**src/rtl/controle_pisca_leds.sv**
```systemverilog
// Blink timing and LED masking for the hit-LED sequence.
// Counts lit/dark phase lengths and completed dark phases for the control unit.
module controle_pisca_leds #(
   parameter  int ON_CYCLES  = 25_000_000,
   parameter  int OFF_CYCLES = 25_000_000,
   parameter  int N_PISCADAS = 3,
   localparam int PW         = $clog2(N_PISCADAS + 1)
) (
   input  logic          clock,
   input  logic          reset,
   input  logic          contaLedsOn,
   input  logic          contaLedsOff,
   input  logic          contaPiscadas,
   input  logic          apagarAcertos,
   input  logic [3:0]    leds_acertos,
   output logic          fimLedsOn,
   output logic          fimLedsOff,
   output logic          fimPiscaLeds,
   output logic [3:0]    leds,
   output logic [PW-1:0] db_piscadas
);

   localparam int ONW  = $clog2(ON_CYCLES);
   localparam int OFFW = $clog2(OFF_CYCLES);

   localparam logic [ONW-1:0]  ON_LAST  = ONW'(ON_CYCLES - 1);
   localparam logic [OFFW-1:0] OFF_LAST = OFFW'(OFF_CYCLES - 1);
   localparam logic [PW-1:0]   P_MAX    = PW'(N_PISCADAS);
   localparam logic [PW-1:0]   P_LAST   = PW'(N_PISCADAS - 1);

   logic [ONW-1:0]  cnt_on_q, cnt_on_d;
   logic [OFFW-1:0] cnt_off_q, cnt_off_d;
   logic [PW-1:0]   cnt_p_q, cnt_p_d;
   logic [3:0]      leds_q, leds_d;

   logic on_sat, off_sat;

   assign on_sat  = (cnt_on_q == ON_LAST);
   assign off_sat = (cnt_off_q == OFF_LAST);

   assign fimLedsOn    = contaLedsOn && on_sat;
   assign fimLedsOff   = contaLedsOff && off_sat;
   assign fimPiscaLeds = contaLedsOn && (cnt_p_q == P_LAST);

   // Phase counters hold at their last value so fim stays high if the unit lingers
   always_comb begin
      cnt_on_d = '0;
      if (contaLedsOn)
         cnt_on_d = on_sat ? cnt_on_q : cnt_on_q + ONW'(1);
   end

   always_comb begin
      cnt_off_d = '0;
      if (contaLedsOff)
         cnt_off_d = off_sat ? cnt_off_q : cnt_off_q + OFFW'(1);
   end

   // Lit and dark phases abut, so only a true idle cycle restarts the count
   always_comb begin
      cnt_p_d = cnt_p_q;
      if (!contaLedsOn && !contaLedsOff)
         cnt_p_d = '0;
      else if (contaPiscadas && fimLedsOff && (cnt_p_q != P_MAX))
         cnt_p_d = cnt_p_q + PW'(1);
   end

   always_comb begin
      leds_d = apagarAcertos ? 4'b0000 : leds_acertos;
   end

   always_ff @(posedge clock or posedge reset) begin
      if (reset) begin
         cnt_on_q  <= '0;
         cnt_off_q <= '0;
         cnt_p_q   <= '0;
         leds_q    <= 4'b0000;
      end else begin
         cnt_on_q  <= cnt_on_d;
         cnt_off_q <= cnt_off_d;
         cnt_p_q   <= cnt_p_d;
         leds_q    <= leds_d;
      end
   end

   assign leds        = leds_q;
   assign db_piscadas = cnt_p_q;

endmodule

```
**config.mk**
```make
export PLATFORM = sky130hd
export DESIGN_NAME = controle_pisca_leds
export DESIGN_NICKNAME = d
export VERILOG_FILES = /design/src/rtl/controle_pisca_leds.sv
export SDC_FILE = /design/constraint.sdc
export NUM_CORES = 1
export LEC_CHECK = 0
export CAP_MARGIN = 20
export CELL_PAD_IN_SITES_DETAIL_PLACEMENT = 2
export CELL_PAD_IN_SITES_GLOBAL_PLACEMENT = 2
export CORE_UTILIZATION = 30
export CTS_CLUSTER_DIAMETER = 80
export CTS_CLUSTER_SIZE = 20
export DETAILED_ROUTE_END_ITERATION = 16
export HOLD_SLACK_MARGIN = 0.02
export PLACE_DENSITY_LB_ADDON = 0.1
export SLEW_MARGIN = 25
export SYNTH_ARGS = -nofsm -noshare
export SYNTH_HDL_FRONTEND = slang
export SYNTH_SLANG_ARGS = --single-unit
```
**constraint.sdc**
```tcl
create_clock -name clock -period 2.9 [get_ports clock]
set_clock_uncertainty 0.15 [all_clocks]
set_input_delay 0.58 -clock clock [delete_from_list [all_inputs] [get_ports clock]]
set_output_delay 0.58 -clock clock [all_outputs]
set_load 0.005 [all_outputs]
```
==> key figures <==
STA
  • Final period utilization: a little over nine tenths
  • Count of final setup violators: 0
  • Worst slew margin: approximately two thirds
  • Setup_tns: 0 ns
  • Post-route minimum period: roughly 2.8 ns
  • Final Hold Viols: 0
  • Fmax: between 0.3 and 0.4 GHz
  • Fin. max-slew vios: 0
  • Unrepaired setup endpoints after global routing: false
  • Least-Margin Pin Slew: ~0.53 ns

Worst hold path
  • Hold Path Sink: cnt_on_q[5]
  • HP Class: register to register
  • Hold path startpoint: cnt_on_q[5]
  • WHS Path Cells: 1

Critical path
  • Setup crit start kind: register
  • Crit path launch: cnt_off_q[18]
  • Crit Path Class: register to output port
  • Crit path DAT: approximately 2 ns
  • Critical path fanouts, max: 7
  • R2R Path Start: cnt_on_q[2]
  • R2R Setup Slk: ~0.39 ns
  • Reg2Reg Capture Point: cnt_on_q[19]
  • Number of cells on the worst reg-to-reg path: 6
  • WP data required: between 2 and 2.5 ns
  • Nature of the critical path endpoint: output port

Floorplanning
  • Die Wd: about 100 um
  • Initial Util: around 31%
  • IO Pins: 19
  • Core Footprint: 0.009729 sq mm
  • Full die area: 0.01036 sq mm
  • Rows: 36
  • Chip Height: a little over 100 um

Power
  • Comb pwr share: under 10%
  • Switch share: roughly a fifth
  • Switch Pwr: ~340 uW
  • PD cells: 434.3 mW/mm^2
  • Leakage: around 0.0015 uW
  • Sequential share of power: about half
  • VDD IR-drop max: approximately 0.20 mV
  • Clock share of power: 44.2%
  • Cell Int Power: roughly 1300 uW

Run
  • Maxcap violations: 0

Clock tree
  • Hold Buf Count CTS: 0
  • Root cell of the clock tree: clkbuf_8
  • Num Clock Sinks: 56
  • Clk pin slew, worst setup/hold paths: about 0.11 ns
  • CTS Buffer Depth: 2
  • Num CTS Buffers: 5
  • CTS tree: yes
  • H-tree depth: 2
  • Clock latency on the worst-skew pair: between 0.3 and 0.4 ns

Final layout
  • Fillers: ~1,100
  • Multi-input logic area: about 0.0016 sq mm
  • Diode count: 0
  • Seq. cell area: roughly 0.0014 sq mm
  • Layout Nets: around 370
  • Share of layout cells above drive strength 1: approximately 11%
  • Finished Core Util: about 38%
  • Layout area overhead: 23.00%

Detailed routing
  • DR vias/cell: around 5.4
  • Initial DRC count: 53
  • Post-route DRC: 0
  • Via Count: between 2,000 and 3,000
  • Drt pass-1 iters: 4
  • WL final: between 8000 and 9000 um
  • Detail Route Antenna Nets: 0
  • DR WL/cell: ~17 um

Outcome
  • Status: completed

Global routing
  • Initial antenna violation count: 0
  • GRT Total Usage: between 10% and 20%
  • Vias in the first global route: 2,768
  • Largest net degree at the start of global routing: 24
  • First-pass GRT wire length: 14,020 um
  • GR Overflow Total: 0

Synth
  • Post-Syn Area: around 0.003 sq mm
  • Synth Area per Inst: 9.246 sq um
  • Synthesized instance count: around 320
  • Yosys reg bits: 56
  • Cell taking the most area after synthesis: dfrtp_1
  • Share of the synthesized area in the top cell type: 46.92%
  • Dominant cells by area after synthesis: dfrtp_1 47%, a21oi_1 4.9%, nand3_1 4.0%
  • Main synth FF type: dfrtp_1
  • Post-synthesis sequential area ratio: 46.92%
  • Number of synthesized flops with an enable pin: 0
  • Post-synth cell types: 38
  • Post-synth net total: about 340
  • Synth warnings: 0
  • Async set or reset register ratio after synthesis: 100.0%

Placement
  • Final Wtd Congestion: around 0.75
  • IO buf count: 18
  • DP Wirelength: roughly 6100 um
[worst max-delay path by stage]
| stage | end | slack, ns | cells after the start |
|---|---|---|---|
| floorplan | fimLedsOff | 0.74 | 5 |
| global placement | fimLedsOn | 0.27 | 6 |
| detailed placement | fimLedsOn | 0.13 | 6 |
| CTS | fimLedsOn | -0.01 | 5 |
| global route | fimLedsOff | 0.003 | 5 |
| finish | fimLedsOff | 0.14 | 5 |
[power by group through the flow]
stage / logic (uW) / clock network (uW) / registers [uW]
after detailed placement: 90.7 / 0 / 815
final: 90.5 / 706 / 799
after global routing: 102 / 750 / 800
after CTS: 93.7 / 725 / 799
after global placement: 88.6 / 0 / 813
after floorplan: 42.5 / 0 / 813
[flip-flops by register name, indices dropped and copies added (netlist names)]
register / count
db_piscadas: 2
leds: 4
cnt_off_q: 25
cnt_on_q: 25
[layout by cell type (no fill, tap or decap), types with 4 or more instances in the layout]
cell type / count
a21oi_1: 29
and4_1: 8
buf_4: 20
clkbuf_8: 5
clkdlybuf4s50_1: 17
dfrtp_1: 55
inv_1: 6
mux2i_1: 9
nand2_1: 23
nand2b_1: 9
nand3_1: 24
nand4_1: 18
nor2_1: 19
nor2b_1: 4
nor3_1: 5
nor4_1: 4
o21ai_0: 20
o31ai_1: 8
or3_1: 14
or4_1: 8
xnor2_1: 7
xor2_1: 6
[per-layer routing]
layer / vias to the layer above / wire length, um / GRT usage [%]
met2: 14 / 4407 / 31.44
met3: 12 / 102 / 2.415
li1: 1258 / - / -
met1: 1350 / 3866 / 21.56
met4: 0 / 139 / 4.571
met5: - / 0 / 0
[cell families (layout without fill, tap and decap cells)]
| group | Yosys count | count (layout) | synth area share, % |
|---|---|---|---|
| AOI/OAI and AO/OA | 67 | 67 | 12.78 |
| adders and majority gates | 4 | 4 | 1.676 |
| muxes | 9 | 9 | 3.016 |
| buffers and inverters | 23 | 55 | 3.016 |
| xor gates and xnor gates | 13 | 13 | 3.812 |
| and+or+nand+nor | 151 | 151 | 28.78 |
| DFF | 56 | 56 | 46.92 |
[metrics by stage]
stage / setup slack [ns] / hold WS (ns) / instances / total power, uW / area, sq um
global placement: 0.2732 / 0.3616 / 475 / 902.1 / 3406
global route: 0.003490 / 0.4234 / 488 / 1652 / 3674
floorplan: 0.7450 / 0.3070 / 323 / 855.0 / 2987
CTS: -0.009885 / 0.3836 / 484 / 1617 / 3622
detailed placement: 0.1325 / 0.3674 / 475 / 905.5 / 3406
finish: 0.1450 / 0.3865 / 488 / 1595 / 3674
[final cells by class]
| class | instances | share of cell area, % |
|---|---|---|
| tap | 133 | 4.530 |
| inverter | 8 | 0.8174 |
| multi-input combinational | 244 | 42.54 |
| clock inverter | 3 | 2.452 |
| sequential | 56 | 38.18 |
| clock buffer | 5 | 1.873 |
| timing repair buffer | 39 | 9.605 |
[synthesized netlist by cell type, types with 3 or more instances]
cell      instances
nand3_1          24
nor3_1            6
nand4_1          18
xnor2_1           7
and3_1            3
buf_2             3
or3_1            14
nand2b_1          9
nand2_1          23
and2_1            3
clkbuf_1         12
inv_1             7
nor2b_1           4
nor2_1           19
nor4_1            4
o21ai_0          20
ha_1              4
or4_1             8
mux2i_1           9
o31ai_1           8
a21oi_1          29
xor2_1            6
dfrtp_1          56
and4_1            9
[timing repair]
action,CTS,global route
resized for setup,9,5
cloned,0,0
pin swaps,2,4
endpoints found under the setup margin,2,2
buffers inserted,1,4
[worst max-delay path: stages, from the launching register on]
cell and delay [ns]:
dfrtp_1 0.45, and4_1 0.33, and4_1 0.26, nand2_1 0.08
nor2_1 0.09, clkdlybuf4s50_1 0.50
Note: power is estimated with default switching activity, not from simulation.
